<file path="config.mk">
export PLATFORM = sky130hd
export DESIGN_NAME = uart_rx_flat
export DESIGN_NICKNAME = d
export VERILOG_FILES = /design/src/rtl/uart_pkg.sv /design/src/rtl/uart_rx_if.sv /design/src/rtl/bit_sync.sv /design/src/rtl/uart_rx.sv /design/src/flat_wrapper.sv
export SDC_FILE = /design/constraint.sdc
export NUM_CORES = 1
export LEC_CHECK = 0
export ABC_AREA = 0
export CORE_MARGIN = 2
export CORE_UTILIZATION = 30
export CTS_CLUSTER_DIAMETER = 100
export DETAILED_ROUTE_END_ITERATION = 12
export PLACE_DENSITY = 0.44
export SYNTH_ARGS = -nofsm -noshare
export SYNTH_HDL_FRONTEND = slang
export SYNTH_SLANG_ARGS = --single-unit
export TNS_END_PERCENT = 1
</file>
<file path="constraint.sdc">
create_clock -name clk -period 2.1 [get_ports clk]
set_input_delay 0.315 -clock clk [delete_from_list [all_inputs] [get_ports clk]]
set_output_delay 0.315 -clock clk [all_outputs]
set_load 0.02 [all_outputs]
</file>
<file path="src/rtl/uart_pkg.sv">
// Shared UART definitions used by the receiver (and reusable by uart_tx).
//   uart_state_t     : frame-level FSM states
//   DEF_CLKS_PER_BIT : default clk cycles per serial bit
//   DEF_BITS         : default data bits per frame
//   half_bit()       : mid-bit offset H = clks_per_bit / 2
package uart_pkg;

    typedef enum logic [2:0] {
        IDLE,
        START,
        DATA,
        STOP,
        BREAK
    } uart_state_t;

    localparam int DEF_CLKS_PER_BIT = 104;
    localparam int DEF_BITS         = 8;

    function automatic int half_bit(input int clks_per_bit);
        return clks_per_bit / 2;
    endfunction

endpackage

</file>
<file path="src/rtl/uart_rx_if.sv">
// Receive-side handshake bundle between uart_rx and its consumer.
//   rx_data   : received word, valid while rx_valid
//   rx_valid  : word available
//   rx_ready  : consumer accepts when rx_valid && rx_ready
//   frame_err : one-cycle pulse, stop bit sampled low
//   overrun   : one-cycle pulse, a completed word was dropped
//   busy      : receiver is not idle
// master = uart_rx side, slave = consumer side.
interface uart_rx_if #(
    parameter int BITS = 8
);
    logic [BITS-1:0] rx_data;
    logic            rx_valid;
    logic            rx_ready;
    logic            frame_err;
    logic            overrun;
    logic            busy;

    modport master (
        output rx_data, rx_valid, frame_err, overrun, busy,
        input  rx_ready
    );

    modport slave (
        input  rx_data, rx_valid, frame_err, overrun, busy,
        output rx_ready
    );
endinterface

</file>
<file path="src/rtl/bit_sync.sv">
// Two-flop synchronizer for a single asynchronous bit.
//   clk   : destination clock
//   rst_n : asynchronous active-low reset; both flops load RST_VAL
//   d_i   : asynchronous input
//   q_o   : synchronized output (2 cycles latency)
module bit_sync #(
    parameter logic RST_VAL = 1'b0
) (
    input  logic clk,
    input  logic rst_n,
    input  logic d_i,
    output logic q_o
);
    logic meta_q;
    logic sync_q;

    // NOTE: clocked state uses non-blocking (<=) so every flop samples the
    // pre-edge value of its neighbour; blocking here would collapse the chain.
    always_ff @(posedge clk or negedge rst_n) begin
        if (!rst_n) begin
            meta_q <= RST_VAL;
            sync_q <= RST_VAL;
        end else begin
            meta_q <= d_i;
            sync_q <= meta_q;
        end
    end

    assign q_o = sync_q;
endmodule

</file>
<file path="src/rtl/uart_rx.sv">
// UART receiver: idle-high line, one start bit, BITS data bits LSB first,
// one stop bit. Samples at mid-bit and presents each good word on a
// one-entry valid/ready output register.
//   clk    : sole clock, rising edge
//   rst_n  : asynchronous active-low reset
//   i_data : serial input, asynchronous to clk
//   rx     : uart_rx_if master (rx_data/rx_valid/rx_ready/frame_err/overrun/busy)
module uart_rx
    import uart_pkg::*;
#(
    parameter int CLKS_PER_BIT = DEF_CLKS_PER_BIT,
    parameter int BITS         = DEF_BITS
) (
    input  logic      clk,
    input  logic      rst_n,
    input  logic      i_data,
    uart_rx_if.master rx
);
    localparam int CW = $clog2(CLKS_PER_BIT);
    localparam int IW = $clog2(BITS + 1);

    localparam logic [CW-1:0] CNT_ONE  = CW'(1);
    localparam logic [CW-1:0] CNT_LAST = CW'(CLKS_PER_BIT - 1);
    localparam logic [CW-1:0] CNT_HALF = CW'(half_bit(CLKS_PER_BIT) - 1);
    localparam logic [IW-1:0] IDX_ONE  = IW'(1);
    localparam logic [IW-1:0] IDX_LAST = IW'(BITS - 1);

    logic            rxs;
    uart_state_t     state_q, state_d;
    logic [CW-1:0]   cnt_q, cnt_d;
    logic [IW-1:0]   idx_q, idx_d;
    logic [BITS-1:0] shift_q, shift_d, shift_next;
    logic [BITS-1:0] data_q, data_d;
    logic            valid_q, valid_d;
    logic            ferr_q, ferr_d;
    logic            ovr_q, ovr_d;
    logic            good_word;

    // Idle-high reset value so a quiet line is not mistaken for a start bit.
    bit_sync #(.RST_VAL(1'b1)) u_sync (
        .clk   (clk),
        .rst_n (rst_n),
        .d_i   (i_data),
        .q_o   (rxs)
    );

    // New sample enters at the MSB and the word shifts right, so after BITS
    // samples the first received bit sits at bit 0.
    if (BITS == 1) begin : g_shift1
        assign shift_next = rxs;
    end else begin : g_shiftn
        assign shift_next = {rxs, shift_q[BITS-1:1]};
    end

    // NOTE: every signal assigned in this block gets a default first, so no
    // path leaves it unassigned and no latch is inferred.
    always_comb begin
        state_d   = state_q;
        cnt_d     = cnt_q;
        idx_d     = idx_q;
        shift_d   = shift_q;
        good_word = 1'b0;
        ferr_d    = 1'b0;

        unique case (state_q)
            IDLE: begin
                cnt_d = '0;
                idx_d = '0;
                if (!rxs) state_d = START;
            end
            START: begin
                if (cnt_q == CNT_HALF) begin
                    cnt_d   = '0;
                    // Line back high at mid-start: a glitch, not a frame.
                    state_d = rxs ? IDLE : DATA;
                end else begin
                    cnt_d = cnt_q + CNT_ONE;
                end
            end
            DATA: begin
                if (cnt_q == CNT_LAST) begin
                    cnt_d   = '0;
                    shift_d = shift_next;
                    if (idx_q == IDX_LAST) begin
                        idx_d   = '0;
                        state_d = STOP;
                    end else begin
                        idx_d = idx_q + IDX_ONE;
                    end
                end else begin
                    cnt_d = cnt_q + CNT_ONE;
                end
            end
            STOP: begin
                if (cnt_q == CNT_LAST) begin
                    cnt_d = '0;
                    if (rxs) begin
                        good_word = 1'b1;
                        state_d   = IDLE;
                    end else begin
                        ferr_d  = 1'b1;
                        state_d = BREAK;
                    end
                end else begin
                    cnt_d = cnt_q + CNT_ONE;
                end
            end
            BREAK: begin
                // Wait out a held-low line so it cannot re-trigger a start.
                cnt_d = '0;
                if (rxs) state_d = IDLE;
            end
            default: state_d = IDLE;
        endcase
    end

    // Output register: a good word loads if the slot is empty or is being
    // drained on this same edge; otherwise the new word is dropped.
    always_comb begin
        data_d  = data_q;
        valid_d = valid_q;
        ovr_d   = 1'b0;
        if (good_word) begin
            if (!valid_q || rx.rx_ready) begin
                data_d  = shift_q;
                valid_d = 1'b1;
            end else begin
                ovr_d = 1'b1;
            end
        end else if (valid_q && rx.rx_ready) begin
            valid_d = 1'b0;
        end
    end

    always_ff @(posedge clk or negedge rst_n) begin
        if (!rst_n) begin
            state_q <= IDLE;
            cnt_q   <= '0;
            idx_q   <= '0;
            shift_q <= '0;
            data_q  <= '0;
            valid_q <= 1'b0;
            ferr_q  <= 1'b0;
            ovr_q   <= 1'b0;
        end else begin
            state_q <= state_d;
            cnt_q   <= cnt_d;
            idx_q   <= idx_d;
            shift_q <= shift_d;
            data_q  <= data_d;
            valid_q <= valid_d;
            ferr_q  <= ferr_d;
            ovr_q   <= ovr_d;
        end
    end

    assign rx.rx_data   = data_q;
    assign rx.rx_valid  = valid_q;
    assign rx.frame_err = ferr_q;
    assign rx.overrun   = ovr_q;
    assign rx.busy      = (state_q != IDLE);
endmodule

</file>
<file path="src/flat_wrapper.sv">
// flat-port wrapper written by rule: the top's interface ports become plain ports
module uart_rx_flat import uart_pkg::*;
#(
    parameter int CLKS_PER_BIT = DEF_CLKS_PER_BIT,
    parameter int BITS         = DEF_BITS
)
  (clk, rst_n, i_data, rx_rx_data, rx_rx_valid, rx_frame_err, rx_overrun, rx_busy, rx_rx_ready);
  uart_rx_if #(.BITS(BITS)) rx_i ();
  input  logic clk;
  input  logic rst_n;
  input  logic i_data;
  output wire logic [$bits(rx_i.rx_data)-1:0] rx_rx_data;
  output wire logic [$bits(rx_i.rx_valid)-1:0] rx_rx_valid;
  output wire logic [$bits(rx_i.frame_err)-1:0] rx_frame_err;
  output wire logic [$bits(rx_i.overrun)-1:0] rx_overrun;
  output wire logic [$bits(rx_i.busy)-1:0] rx_busy;
  input wire logic [$bits(rx_i.rx_ready)-1:0] rx_rx_ready;
  assign rx_rx_data = rx_i.rx_data;
  assign rx_rx_valid = rx_i.rx_valid;
  assign rx_frame_err = rx_i.frame_err;
  assign rx_overrun = rx_i.overrun;
  assign rx_busy = rx_i.busy;
  assign rx_i.rx_ready = rx_rx_ready;
  uart_rx #(.CLKS_PER_BIT(CLKS_PER_BIT), .BITS(BITS)) u_core (.clk(clk), .rst_n(rst_n), .i_data(i_data), .rx(rx_i));
endmodule
</file>
==> results of run 1 <==
## layout by cell type, fill, tap and decap left out, drive strengths merged, types with 2 or more instances in the layout
master	synthesis	routed
clkinv	0	2
o21ai	5	5
a21oi	4	4
mux2i	2	2
nand2b	2	2
nand4	2	2
clkdlybuf4s50	0	15
xor2	2	2
o211ai	2	2
clkbuf	2	5
a31oi	4	4
nor2b	2	2
nor2	11	11
dfstp	2	2
nand2	7	7
and4b	2	2
buf	5	6
nand3	6	6
nor3	2	2
o21a	2	2
mux2	18	18
inv	5	5
dfrtp	33	33
ha	2	2
## sequential cells by signal, summed over array words and instances (netlist names)
signal and flops:
u_core.rx.overrun 1, u_core.u_sync.meta_q 1, u_core.u_sync.q_o 1, u_core.rx.rx_valid 1, u_core.rx.rx_data 8, u_core.shift_q 8
u_core.state_q 3, u_core.cnt_q 7, u_core.idx_q 4, u_core.rx.frame_err 1
## worst max-delay path by stage
stage | to | cells after the start | start
5_1_grt | u_core.rx.rx_data[0] | 6 | u_core.cnt_q[0]
3_5_place_dp | u_core.rx.rx_data[6] | 6 | u_core.cnt_q[0]
2_1_floorplan | u_core.state_q[0] | 6 | u_core.cnt_q[0]
4_1_cts | u_core.rx.rx_data[6] | 6 | u_core.cnt_q[0]
3_3_place_gp | u_core.rx.rx_data[5] | 6 | u_core.cnt_q[0]
6_report | u_core.rx.rx_data[6] | 6 | u_core.cnt_q[0]
## cells in the mapped netlist, types with 2 or more instances
master,count
sky130_fd_sc_hd__o211ai_1,2
sky130_fd_sc_hd__mux2_2,9
sky130_fd_sc_hd__nand4_1,2
sky130_fd_sc_hd__a21oi_1,3
sky130_fd_sc_hd__dfstp_2,2
sky130_fd_sc_hd__mux2_4,9
sky130_fd_sc_hd__nand3_1,4
sky130_fd_sc_hd__nand2_1,7
sky130_fd_sc_hd__dfrtp_1,33
sky130_fd_sc_hd__clkbuf_1,2
sky130_fd_sc_hd__and4b_1,2
sky130_fd_sc_hd__nand2b_1,2
sky130_fd_sc_hd__xor2_1,2
sky130_fd_sc_hd__mux2i_1,2
sky130_fd_sc_hd__nand3_2,2
sky130_fd_sc_hd__inv_1,5
sky130_fd_sc_hd__ha_1,2
sky130_fd_sc_hd__buf_6,3
sky130_fd_sc_hd__nor2_1,11
sky130_fd_sc_hd__o21ai_0,4
sky130_fd_sc_hd__nor3_1,2
sky130_fd_sc_hd__a31oi_1,4
sky130_fd_sc_hd__o21a_1,2
## logic make-up after synthesis
| kind of cell | Yosys count | share of synthesized area |
|---|---|---|
| simple gates | 40 | 0.1416 |
| flops | 35 | 0.5231 |
| compound gates | 27 | 0.1140 |
| mux | 20 | 0.1528 |
| buf+inv | 12 | 0.04322 |
| xor+xnor | 2 | 0.01043 |
| fa+ha+maj | 2 | 0.01490 |
## worst register-to-register path, delay by kind of cell, from the launching register on
family                     cells  cell delay (ns)
adders and majority gates      1             0.26
buffers and inverters          1             0.17
DFF                            1             0.38
muxes                          1             0.34
and+or+nand+nor                3             0.72
## where the power goes
part           internal, mW  total (mW)  switching (mW)
registers             0.677       0.679         0.00188
clock network         0.353       0.611           0.258
logic               0.00659      0.0202          0.0136
## cell type report
class                   count  area (um2)  area share
clock buffers               5       68.82     0.03397
well taps                  72       90.09     0.04447
repair buffers             21       195.2     0.09636
inverters                   5       18.77    0.009265
flip-flops and latches     35       878.3      0.4336
multi-input cells          91       730.7      0.3607
clock inverters             3       43.79     0.02162
## stage by stage
stage               utilization  hold slack [ns]
CTS                      0.3720           0.3626
finish                   0.3724           0.3590
floorplan                     -          0.01941
detailed placement       0.3513           0.3513
global placement         0.3513           0.3505
global route             0.3724           0.3661
## layer usage
metal	share of wire	global-route usage	up-vias
li1	-	-	543
met1	0.51	0.1581	552
met2	0.43	0.1667	28
met3	0.049	0.03864	5
met4	0.013	0.04655	0
met5	0	0	-
## what timing repair did
item | CTS | global route
setup endpoints to repair | 0 | 1
hold buffers | 0 | 0
resized for setup | 0 | 1
buffers inserted | 0 | 0
==> flow_results.org, run 1 <==
** Hold path
- Worst Hold Endpoint :: u_core.u_sync.q_o
- Counting instances, the worst hold path has a depth of 0.
- Kind of path behind the tightest hold check :: flop to flop
- The worst hold path begins at u_core.u_sync.meta_q.

** Floorplanning
- CORE AREA :: approximately 5400 um2
- Die height :: slightly below 80 um
- Initial Util :: 0.3087
- Floorplan die area :: 6212 um2
- Boundary Pins :: 16
- Floorplan die width :: just under 80 um
- In this run the core area contains 27 standard-cell rows.

** Route
- Total number of vias :: 1128
- Using the TritonRoute via totals, the vias-per-cell ratio works out to ~4.9.
- Initial DRC Count :: 57
- Remaining antenna violation count :: 0
- The first detailed-routing pass took 4 iterations.
- Summed over all layers, the routed wires come to about 3.3 mm.
- After detailed routing, the average wire length per cell comes to 14.20 um.
- For this run, design rule violations remaining after detail routing come to 0.

** Timing
- Setup violation total in the final timing report :: 0
- Final number of max-transition violations :: 0
- At the pin with the least slew margin, the transition time is 0.4494 ns.
- Crit path setup slack, layout :: 0.1187 ns
- Setup repair after global routing missed its margin :: false
- Final worst path period share :: 0.9435
- The routed design could run at a clock period as short as 1.981 ns.
- Sum of negative setup slack :: 0 ns
- Setup Skew :: approximately 0.0036 ns
- Remaining max-slew budget at the tightest pin :: 0.7004
- Based on the critical path, the design can be clocked at up to 504.7 MHz.
- The count of final hold-check violations is 0.

** Synth
- Among all flip-flop cells after synthesis, the most frequent one is sky130_fd_sc_hd__dfrtp_1.
- Cells after Synth :: 138
- The average instance in the mapped netlist occupies 12.17 um2.
- Yosys warnings :: 0
- Async set-or-reset flop fraction in the synthesized netlist :: 1.000
- Cell types with the largest area share after synthesis :: sky130_fd_sc_hd__dfrtp_1, sky130_fd_sc_hd__mux2_4, sky130_fd_sc_hd__mux2_2, sky130_fd_sc_hd__dfstp_2, sky130_fd_sc_hd__nor2_1
- Share of Yosys cell area claimed by the top area cell type :: 0.4918
- Seq/Total Area, Yosys :: 0.5231
- Synthesis instantiated 45 different standard cells from the library.
- After synthesis the netlist holds a flip-flop and latch count of 35.
- The number of nets handed over by synthesis was ~140.
- Post-synthesis instance area :: approximately 1700 um2
- Yosys mapped a number of flops with a built-in enable equal to 0.
- Area leader, netlist :: sky130_fd_sc_hd__dfrtp_1

** Layout
- 0 antenna diodes ended up in the layout.
- After filler insertion, the fill cell instance count of the layout stands at 532.
- Total Nets Final :: between 150 and 200
- Final non-filler cell total :: 232
- Layout cells sized above 1 :: 0.2688
- The area growth from synthesis to layout is 20.64%.
- The finished cells cover 2026 um2.

** CTS
- Clock root buffer :: sky130_fd_sc_hd__clkbuf_8
- Number of clock sinks seen by CTS :: 35
- Buffers inserted during clock tree synthesis total 5.
- Clock slew seen by the registers of the worst setup and hold paths :: 0.07 ns
- The clock passes through at most 2 buffers.
- In this run the number of H-tree levels came out at 2.
- Clock tree from TritonCTS :: done
- The clock reaches the later pin of the worst-skew pair after 0.29 ns.

** Setup path
- Along the worst path, the maximum fanout reaches 8.
- Critical Path RT :: between 2 and 2.5 ns
- R2r startpoint :: u_core.cnt_q[0]
- At the worst endpoint, the arrival time is 2.16 ns.
- STA classifies the critical path endpoint as a flop.
- Number of buffer and inverter stages on the critical path :: 1
- The cell family contributing the most delay on the critical path is simple AND/OR/NAND/NOR gates.
- Classification of the worst setup path :: flop to flop
- For this design, the slowest cell found on the critical path is sky130_fd_sc_hd__and4b_1.
- Critical path launch point type :: flop
- Setup slack on the worst reg-to-reg path comes out at 0.12 ns.
- Measured in cells, the most critical reg-to-reg path has a length of 6.
- The endpoint identified for the worst register-to-register timing path is u_core.rx.rx_data[6].
- Highest cell delay on the worst timing path :: between 0.4 and 0.5 ns
- Ordered cell list for the critical path :: ha_1, and4b_1, nand3_2, nor2b_2, buf_4, mux2_2

** Pwr
- The worst-case IR drop observed on VDD is 0.0002301 V.
- In this run the power density over the cells is approximately 650 nW/um2.
- LEAKAGE :: 0.9105 nW
- Final Total Pwr :: 1.310 mW

** Place
- Port Buf Inserts :: 15
- OpenSTA, run right after detailed placement, puts the worst setup slack at 0.1237 ns.
- Placed cells :: 224
- Once placement finished, the instance area stood at 1911 um2.
- Estimated wirelength of the detail-placed design :: ~2.2 mm
- Final weighted congestion in routability-driven placement :: 0.8976

** Global routing
- After global routing the overflow that remains totals 0.
- Entering global routing, the biggest net connects 36 pins.
- Number of global-route vias before repair :: 1065
- For this run, the total global-route usage over all layers was measured as 0.1151.
- Global-route wire length before repair :: 5.471 mm
- The initial antenna violation count came to 0.

** Outcome
- The run finished with clean final reports.

** Run
- Number of violations of the max-capacitance limit :: 0
(Power assumes the default switching activity.)
==> run 2, diff against run 1 <==
--- a/config.mk
+++ b/config.mk
@@ -6,7 +6,6 @@
 export NUM_CORES = 1
 export LEC_CHECK = 0
 export ABC_AREA = 0
-export CORE_MARGIN = 2
 export CORE_UTILIZATION = 30
 export CTS_CLUSTER_DIAMETER = 100
 export DETAILED_ROUTE_END_ITERATION = 12
==> run 2 against run 1 <==
Sequential share of layout area down 0.080 points; global-route usage up 0.62 points; sequential power about the same; critical path depth down 3; via count down 0.27%; non-clock buffer count up 1; clock-buffer cell count unchanged; final cell count down 0.43%; cell area up 0.19%; total power down 0.46%; critical endpoint is now rx_busy; largest power group unchanged.
==> flow_results.org, run 2 (synthesis results as in run 1) <==
** Outcome
- Status: completed (unchanged).

** Setup path
- The cell count of the worst reg-to-reg path came to 5 (was 6).
- The critical path buffer and inverter count is 1 (unchanged).
- Total number of cells along the worst setup path :: 3 (was 6)
- Family with the most delay on the worst path :: buffers and inverters (was simple AND/OR/NAND/NOR gates)
- Highest cell delay on the worst timing path :: 0.54 ns (was 0.43 ns)
- The startpoint-to-endpoint class of the critical path was flop to primary output (was flop to flop).
- The nature of the critical path endpoint is a primary output (was flop).
- The critical path required time is 1.78 ns (was 2.28 ns).
- Critical Path Fanout Max :: 8 (unchanged)
- The arrival time at the worst endpoint is 1.67 ns (was 2.16 ns).
- Ordered cell list for the critical path: nor2_1, nand2_1, clkdlybuf4s50_1 (was ha_1, and4b_1, nand3_2, nor2b_2, buf_4, mux2_2).
- The sort of element at the start of the critical path was a flop (unchanged).
- Crit path max-delay cell type :: sky130_fd_sc_hd__clkdlybuf4s50_1 (was sky130_fd_sc_hd__and4b_1)

** Hold path
- Kind of path behind the tightest hold check :: flop to flop (unchanged)
- Hold path depth :: 0 (unchanged)

** Route
- Aggregate routed wire length :: 3.220 mm (was 3.294 mm)
- Total number of vias :: 1125 (was 1128)
- Initial DRC Count :: 51 (was 57)
- The post-route antenna net violation count is 0 (unchanged).
- The detailed-router iteration count before antenna repair was 6 (was 4).
- Routed WL per cell :: 13.94 um (was 14.20 um)
- The via count normalized by instance count came to 4.870 (was 4.862).
- Number of design rule violations left after detail routing :: 0 (unchanged)

** Global routing
- Largest net degree at the start of global routing :: 36 (unchanged)
- The global routing usage summed across all routing layers is 0.1212 (was 0.1151).
- The wire length of the first global-routing pass was 5.506 mm (was 5.471 mm).
- The total overflow reported by the global router was 0 (unchanged).
- The via count of the first global-routing pass is 1111 (was 1065).
- The initial antenna violation count was 0 (unchanged).

** Place
- Final weighted congestion in routability-driven placement :: 0.8204 (was 0.8976)
- The total of buffers placed on input and output ports was 15 (unchanged).
- The estimated wirelength of the detail-placed design came to 2.236 mm (was 2.242 mm).

** CTS
- The number of buffers added by the clock tree synthesis step is 5 (unchanged).
- The deepest clock path buffer count is 2 (unchanged).
- The clock transition time at the flip-flop clock pins of the worst setup and hold paths was 0.08 ns (was 0.07 ns).
- # Post-CTS Setup Buffers :: 0 (unchanged)
- Number of clock sinks seen by CTS :: 35 (unchanged)
- Clock root buffer :: sky130_fd_sc_hd__clkbuf_8 (unchanged)
- The deepest level of the CTS H-tree came to 2 (unchanged).
- Clock tree from TritonCTS :: done (unchanged)
- Latest clock arrival within the worst-skew pair :: 0.28 ns (was 0.29 ns)

** Pwr
- P_sw :: 0.2672 mW (was 0.2732 mW)
- Part of the total power dissipated in sequential elements :: 0.521 (was 0.518)
- Proportion of power drawn by the clock network :: 0.464 (was 0.466)
- Final Total Pwr :: 1.304 mW (was 1.310 mW)
- The internal power summed over all cells is 1.037 mW (about the same).
- The share of power burned in combinational logic came to 0.015 (about the same).
- Total power density per cell area :: 642.6 nW/um2 (was 646.8 nW/um2)
- The standby leakage power came to 0.9145 nW (was 0.9105 nW).
- Max VDD drop :: 0.0002583 V (was 0.0002301 V)
- Switching share of power :: 0.2049 (was 0.2085)

** Timing
- The count of final hold-check violations is 0 (unchanged).
- Remaining max-slew budget at the tightest pin :: 0.7059 (was 0.7004)
- Final number of max-transition violations :: 0 (unchanged)
- Measured slew at the worst slew-check pin :: 0.4411 ns (was 0.4494 ns)
- Final worst path period share :: 0.9435 (about the same)
- The minimum period implied by the final worst setup slack is 1.981 ns (about the same).
- Setup Skew :: 0.005703 ns (was 0.003551 ns)
- The peak clock frequency supported by timing is 504.7 MHz (about the same).
- The final-layout setup total negative slack came to 0 ns (unchanged).
- Setup repair after global routing missed its margin :: false (unchanged)
- The final number of setup-violating endpoints was 0 (unchanged).

** Layout
- The footprint of the multi-input gates came to 729.5 um2 (was 730.7 um2).
- Most common library cell in the layout ignoring fill and taps :: sky130_fd_sc_hd__dfrtp_1 (unchanged)
- Combined flip-flop and latch cell area :: 878.3 um2 (unchanged)
- The antenna diode count came to 0 (unchanged).
- The share of final-layout standard cells stronger than drive strength 1 was 0.2733 (was 0.2688).
- Area growth from synthesis to layout :: 20.86% (was 20.64%)
- Leading cell types in the layout, fill and taps excluded :: sky130_fd_sc_hd__dfrtp_1, sky130_fd_sc_hd__clkdlybuf4s50_1, sky130_fd_sc_hd__nor2_1 (unchanged)
- The filler cell count in the final layout is 515 (was 532).
- The number of nets at the end of the flow was 166 (was 165).

** Run
- The number of max-cap violations was 0 (unchanged).

** Floorplanning
- Floorplan row count :: 26 (was 27)
- Floorplan die width :: 76.82 um (was 78.82 um)
- The chip height is 76.82 um (was 78.82 um).
- The starting density of the core is 0.3206 (was 0.3087).
- Boundary Pins :: 16 (unchanged)
- The floorplan die area was 5901 um2 (was 6212 um2).
- The core outline area came to 5238 um2 (was 5439 um2).
-- run 2: final timing paths --
path                                         to                  from  slack [ns]
max                                     rx_busy     u_core.state_q[2]        0.12
min                           u_core.u_sync.q_o  u_core.u_sync.meta_q        0.36
max reg2reg                   u_core.state_q[0]       u_core.cnt_q[0]        0.17
min reg2reg                   u_core.u_sync.q_o  u_core.u_sync.meta_q        0.36
max in group asynchronous  u_core.u_sync.meta_q                 rst_n        1.32
min in group asynchronous     u_core.shift_q[4]                 rst_n        0.44
-- run 2: routing by layer --
layer,global-route usage,wire [um],up-vias,part of all wire
li1,-,-,547,-
met1,0.1744,1720,552,0.53
met2,0.1625,1331,20,0.41
met3,0.03690,106,6,0.033
met4,0.05769,61,0,0.019
met5,0,0,-,0
-- run 2: metrics by stage --
step	setup WS (ns)	cell area [um2]	utilization	std cells	hold slack (ns)
2_1_floorplan	0.3661	1679	-	138	0.01941
3_3_place_gp	0.2018	1916	0.3657	223	0.3502
3_5_place_dp	0.1367	1916	0.3657	223	0.3499
4_1_cts	0.1210	2028	0.3872	231	0.3648
5_1_grt	0.01148	2029	0.3875	231	0.3690
6_report	0.1186	2029	0.3875	231	0.3635
-- run 2: final cells by class --
| type | instances | area share |
|---|---|---|
| flip-flops and latches | 35 | 0.4328 |
| clock buffers | 5 | 0.03391 |
| clock inverters | 3 | 0.02158 |
| inverters | 5 | 0.009248 |
| multi-input cells | 91 | 0.3594 |
| repair buffers | 22 | 0.09988 |
| well taps | 70 | 0.04316 |
-- run 2: power groups by stage --
stage / logic, mW / registers (mW) / clock network, mW
4_1_cts: 0.0216 / 0.679 / 0.623
2_1_floorplan: 0.000763 / 0.692 / 0
3_5_place_dp: 0.0215 / 0.692 / 0
3_3_place_gp: 0.0211 / 0.693 / 0
5_1_grt: 0.0234 / 0.680 / 0.651
6_report: 0.0201 / 0.679 / 0.605
-- run 2: timing repair --
item | 4_1_cts | 5_1_grt
resized for setup | 0 | 1
setup endpoints to repair | 0 | 7
hold buffers | 0 | 0
==> run 3, diff against run 2 <==
--- a/config.mk
+++ b/config.mk
@@ -6,6 +6,8 @@
 export NUM_CORES = 1
 export LEC_CHECK = 0
 export ABC_AREA = 0
+export ABC_CLOCK_PERIOD_IN_PS = 2100
+export CORE_MARGIN = 8
 export CORE_UTILIZATION = 30
 export CTS_CLUSTER_DIAMETER = 100
 export DETAILED_ROUTE_END_ITERATION = 12
==> run 3 against run 2 <==
Non-clock buffer count down 2; maximum frequency down 1.4%; clock-buffer cell count up 1; die area up 40%; largest cell class unchanged.
==> flow_results.org, run 3 (synthesis results as in run 1) <==
** Setup path
- The maximum fanout count along the critical path is 14 (was 8).
- Ordered cell list for the critical path :: nor2_1, nand2_1, clkdlybuf4s50_1 (unchanged)
- Endpoint class of the critical path :: primary output (unchanged)
- The cell count of the worst reg-to-reg path came to 6 (was 5).
- Crit path max-delay cell type :: sky130_fd_sc_hd__clkdlybuf4s50_1 (unchanged)
- Family with the most delay on the worst path :: buffers and inverters (unchanged)
- The critical path required time was 1.78 ns (about the same).
- The sort of element at the start of the critical path is a flop (unchanged).
- The startpoint-to-endpoint class of the critical path is flop to primary output (unchanged).
- R2r startpoint :: u_core.cnt_q[0] (unchanged)
- The stage delay of the slowest cell on the critical path was 0.54 ns (about the same).
- Terminus of the critical flop-to-flop path :: u_core.rx.rx_data[1] (was u_core.state_q[0])
- The arrival time at the worst endpoint was 1.70 ns (was 1.67 ns).
- The minimum setup slack among reg-to-reg paths was 0.16 ns (was 0.17 ns).
- Number of buffer and inverter stages on the critical path :: 1 (unchanged)

** Global routing
- The maximum number of pins on one net before global-route repair was 36 (unchanged).
- The total overflow reported by the global router was 0 (unchanged).
- The initial antenna violation count is 0 (unchanged).
- Combined global-route utilization of all metal layers :: 0.08326 (was 0.1212)
- Number of global-route vias before repair :: 1158 (was 1111)
- Global-route wire length before repair :: 5.582 mm (was 5.506 mm)

** Layout
- The combined flip-flop and latch cell area came to 879.6 um2 (was 878.3 um2).
- Filler cell count :: 551 (was 515)
- The footprint of the multi-input gates was 728.2 um2 (was 729.5 um2).
- The number of nets at the end of the flow came to 164 (was 166).
- Most common library cell in the layout ignoring fill and taps :: sky130_fd_sc_hd__dfrtp_1 (unchanged)
- The layout overhead on the synthesized area is 21.31% (was 20.86%).
- The antenna diode count is 0 (unchanged).
- The share of final-layout standard cells stronger than drive strength 1 was 0.2579 (was 0.2733).
- Leading cell types in the layout, fill and taps excluded :: sky130_fd_sc_hd__dfrtp_1, sky130_fd_sc_hd__clkdlybuf4s50_1, sky130_fd_sc_hd__nor2_1 (unchanged)

** Pwr
- The internal power summed over all cells came to 1.159 mW (was 1.037 mW).
- Total power density per cell area :: 693.1 nW/um2 (was 642.6 nW/um2)
- The share of power burned in combinational logic came to 0.014 (was 0.015).
- The switching power share of the total was 0.1793 (was 0.2049).
- Part of the total power dissipated in sequential elements :: 0.481 (was 0.521)
- The maximum VDD drop is 0.0003279 V (was 0.0002583 V).
- The clock power share came to 0.504 (was 0.464).
- LEAKAGE :: 0.9138 nW (was 0.9145 nW)
- P_sw :: 0.2532 mW (was 0.2672 mW)

** Outcome
- Status :: completed (unchanged)

** Timing
- The minimum period implied by the final worst setup slack came to 2.010 ns (was 1.981 ns).
- Setup Skew :: 0.004807 ns (was 0.005703 ns)
- The relative slew slack came to 0.6858 (was 0.7059).
- Final Hold Violating Endpoints :: 0 (unchanged)
- The worst-case hold slack came to 0.3577 ns (was 0.3635 ns).
- The final number of setup-violating endpoints was 0 (unchanged).
- The slew at the pin closest to its max-slew limit was 0.4594 ns (was 0.4411 ns).
- Final number of max-transition violations :: 0 (unchanged)
- Setup repair after global routing missed its margin: false (unchanged).
- The peak clock frequency supported by timing came to 497.4 MHz (was 504.7 MHz).
- Final worst path period share :: 0.9573 (was 0.9435)
- Sum of negative setup slack :: 0 ns (unchanged)

** Route
- Initial DRC Count :: 17 (was 51)
- The wire length reported by the detailed router is 3.223 mm (was 3.220 mm).
- The post-route antenna net violation count is 0 (unchanged).
- Pre-antenna DRT Iters :: 4 (was 6)
- Per-cell via count in the routed design :: 4.784 (was 4.870)
- The average detailed-routed wire length per instance was 13.95 um (was 13.94 um).
- The via count is 1105 (was 1125).
- The remaining routing DRC violations came to 0 (unchanged).

** Place
- Port Buf Inserts :: 15 (unchanged)
- Final weighted congestion in routability-driven placement :: 0.8226 (was 0.8204)
- The estimated wirelength of the detail-placed design is 2.277 mm (was 2.236 mm).

** Floorplanning
- The starting density of the core is 0.3068 (was 0.3206).
- Floorplan row count :: 27 (was 26)
- Boundary Pins :: 16 (unchanged)
- CORE AREA :: 5473 um2 (was 5238 um2)
- Floorplan die width :: 90.82 um (was 76.82 um)
- Floorplan die area :: 8247 um2 (was 5901 um2)
- Die height :: 90.82 um (was 76.82 um)

** CTS
- The CTS sink count was 35 (unchanged).
- The clock latency on the worst-skew pair was 0.28 ns (about the same).
- Clock slew seen by the registers of the worst setup and hold paths :: 0.07 ns (was 0.08 ns)
- Clock root buffer :: sky130_fd_sc_hd__clkbuf_8 (unchanged)
- The deepest clock path buffer count was 2 (unchanged).
- The TritonCTS clock tree is done (unchanged).
- H-Tree Depth :: 2 (unchanged)
- The number of buffers added by the clock tree synthesis step came to 5 (unchanged).

** Hold path
- The origin of the worst min-delay path is u_core.u_sync.meta_q (unchanged).
- Kind of path behind the tightest hold check :: flop to flop (unchanged)
- The worst hold path endpoint was u_core.u_sync.q_o (unchanged).
- The cell depth of the worst min-delay path came to 0 (unchanged).

** Run
- The number of max-cap violations was 0 (unchanged).
==> run 3: changes by cell type in the layout (fill, tap and decap cells not counted), sizes merged <==
cell / previous run / this run
clkbuf: 5 / 6
buf: 7 / 5
bufinv: 1 / 2
clkinv: 2 / 0
==> run 3: final cells by class <==
| class | instances | share of cell area |
|---|---|---|
| clock inverter | 2 | 0.02948 |
| tap | 72 | 0.04423 |
| timing repair buffer | 20 | 0.09214 |
| clock buffer | 6 | 0.03563 |
| multi-input combinational | 91 | 0.3575 |
| inverter | 5 | 0.009214 |
| sequential | 35 | 0.4318 |
==> run 3: repair_timing <==
item                       4_1_cts  5_1_grt
resized for setup                1        0
setup endpoints to repair        1        0
hold buffers                     0        0
setup buffers                    0        0
==> run 3: layer usage <==
layer | part of all wire | track usage | vias to the layer above
met4 | 0.011 | 0.04093 | 0
met5 | 0 | 0 | -
met3 | 0.049 | 0.03242 | 5
met2 | 0.46 | 0.1255 | 18
met1 | 0.48 | 0.1010 | 535
li1 | - | - | 547
==> run 3: how the worst max path moves through the flow <==
stage | endpoint | cells after the start | start
floorplan | u_core.state_q[0] | 6 | u_core.cnt_q[0]
detailed placement | u_core.rx.rx_data[6] | 6 | u_core.cnt_q[0]
CTS | rx_busy | 3 | u_core.state_q[0]
global placement | u_core.rx.rx_data[6] | 6 | u_core.cnt_q[0]
global route | rx_busy | 3 | u_core.state_q[0]
finish | rx_busy | 3 | u_core.state_q[0]
==> run 3: power groups by stage <==
| stage | clock, mW | sequential [mW] | combinational [mW] |
|---|---|---|---|
| after floorplan | 0 | 0.692 | 0.000763 |
| after global placement | 0 | 0.692 | 0.0214 |
| after detailed placement | 0 | 0.693 | 0.0217 |
| after CTS | 0.733 | 0.679 | 0.0217 |
| after global routing | 0.759 | 0.679 | 0.0239 |
| final | 0.712 | 0.679 | 0.0203 |
==> run 3: stage by stage <==
step | util | worst slack (ns) | instance area (um2) | power [mW] | std cells
floorplan | - | 0.3661 | 1679 | 0.6923 | 138
global placement | 0.3477 | 0.1938 | 1903 | 0.7138 | 223
detailed placement | 0.3477 | 0.1518 | 1903 | 0.7142 | 223
CTS | 0.3722 | 0.07881 | 2037 | 1.434 | 231
global route | 0.3722 | 0.02060 | 2037 | 1.462 | 231
finish | 0.3722 | 0.08969 | 2037 | 1.412 | 231
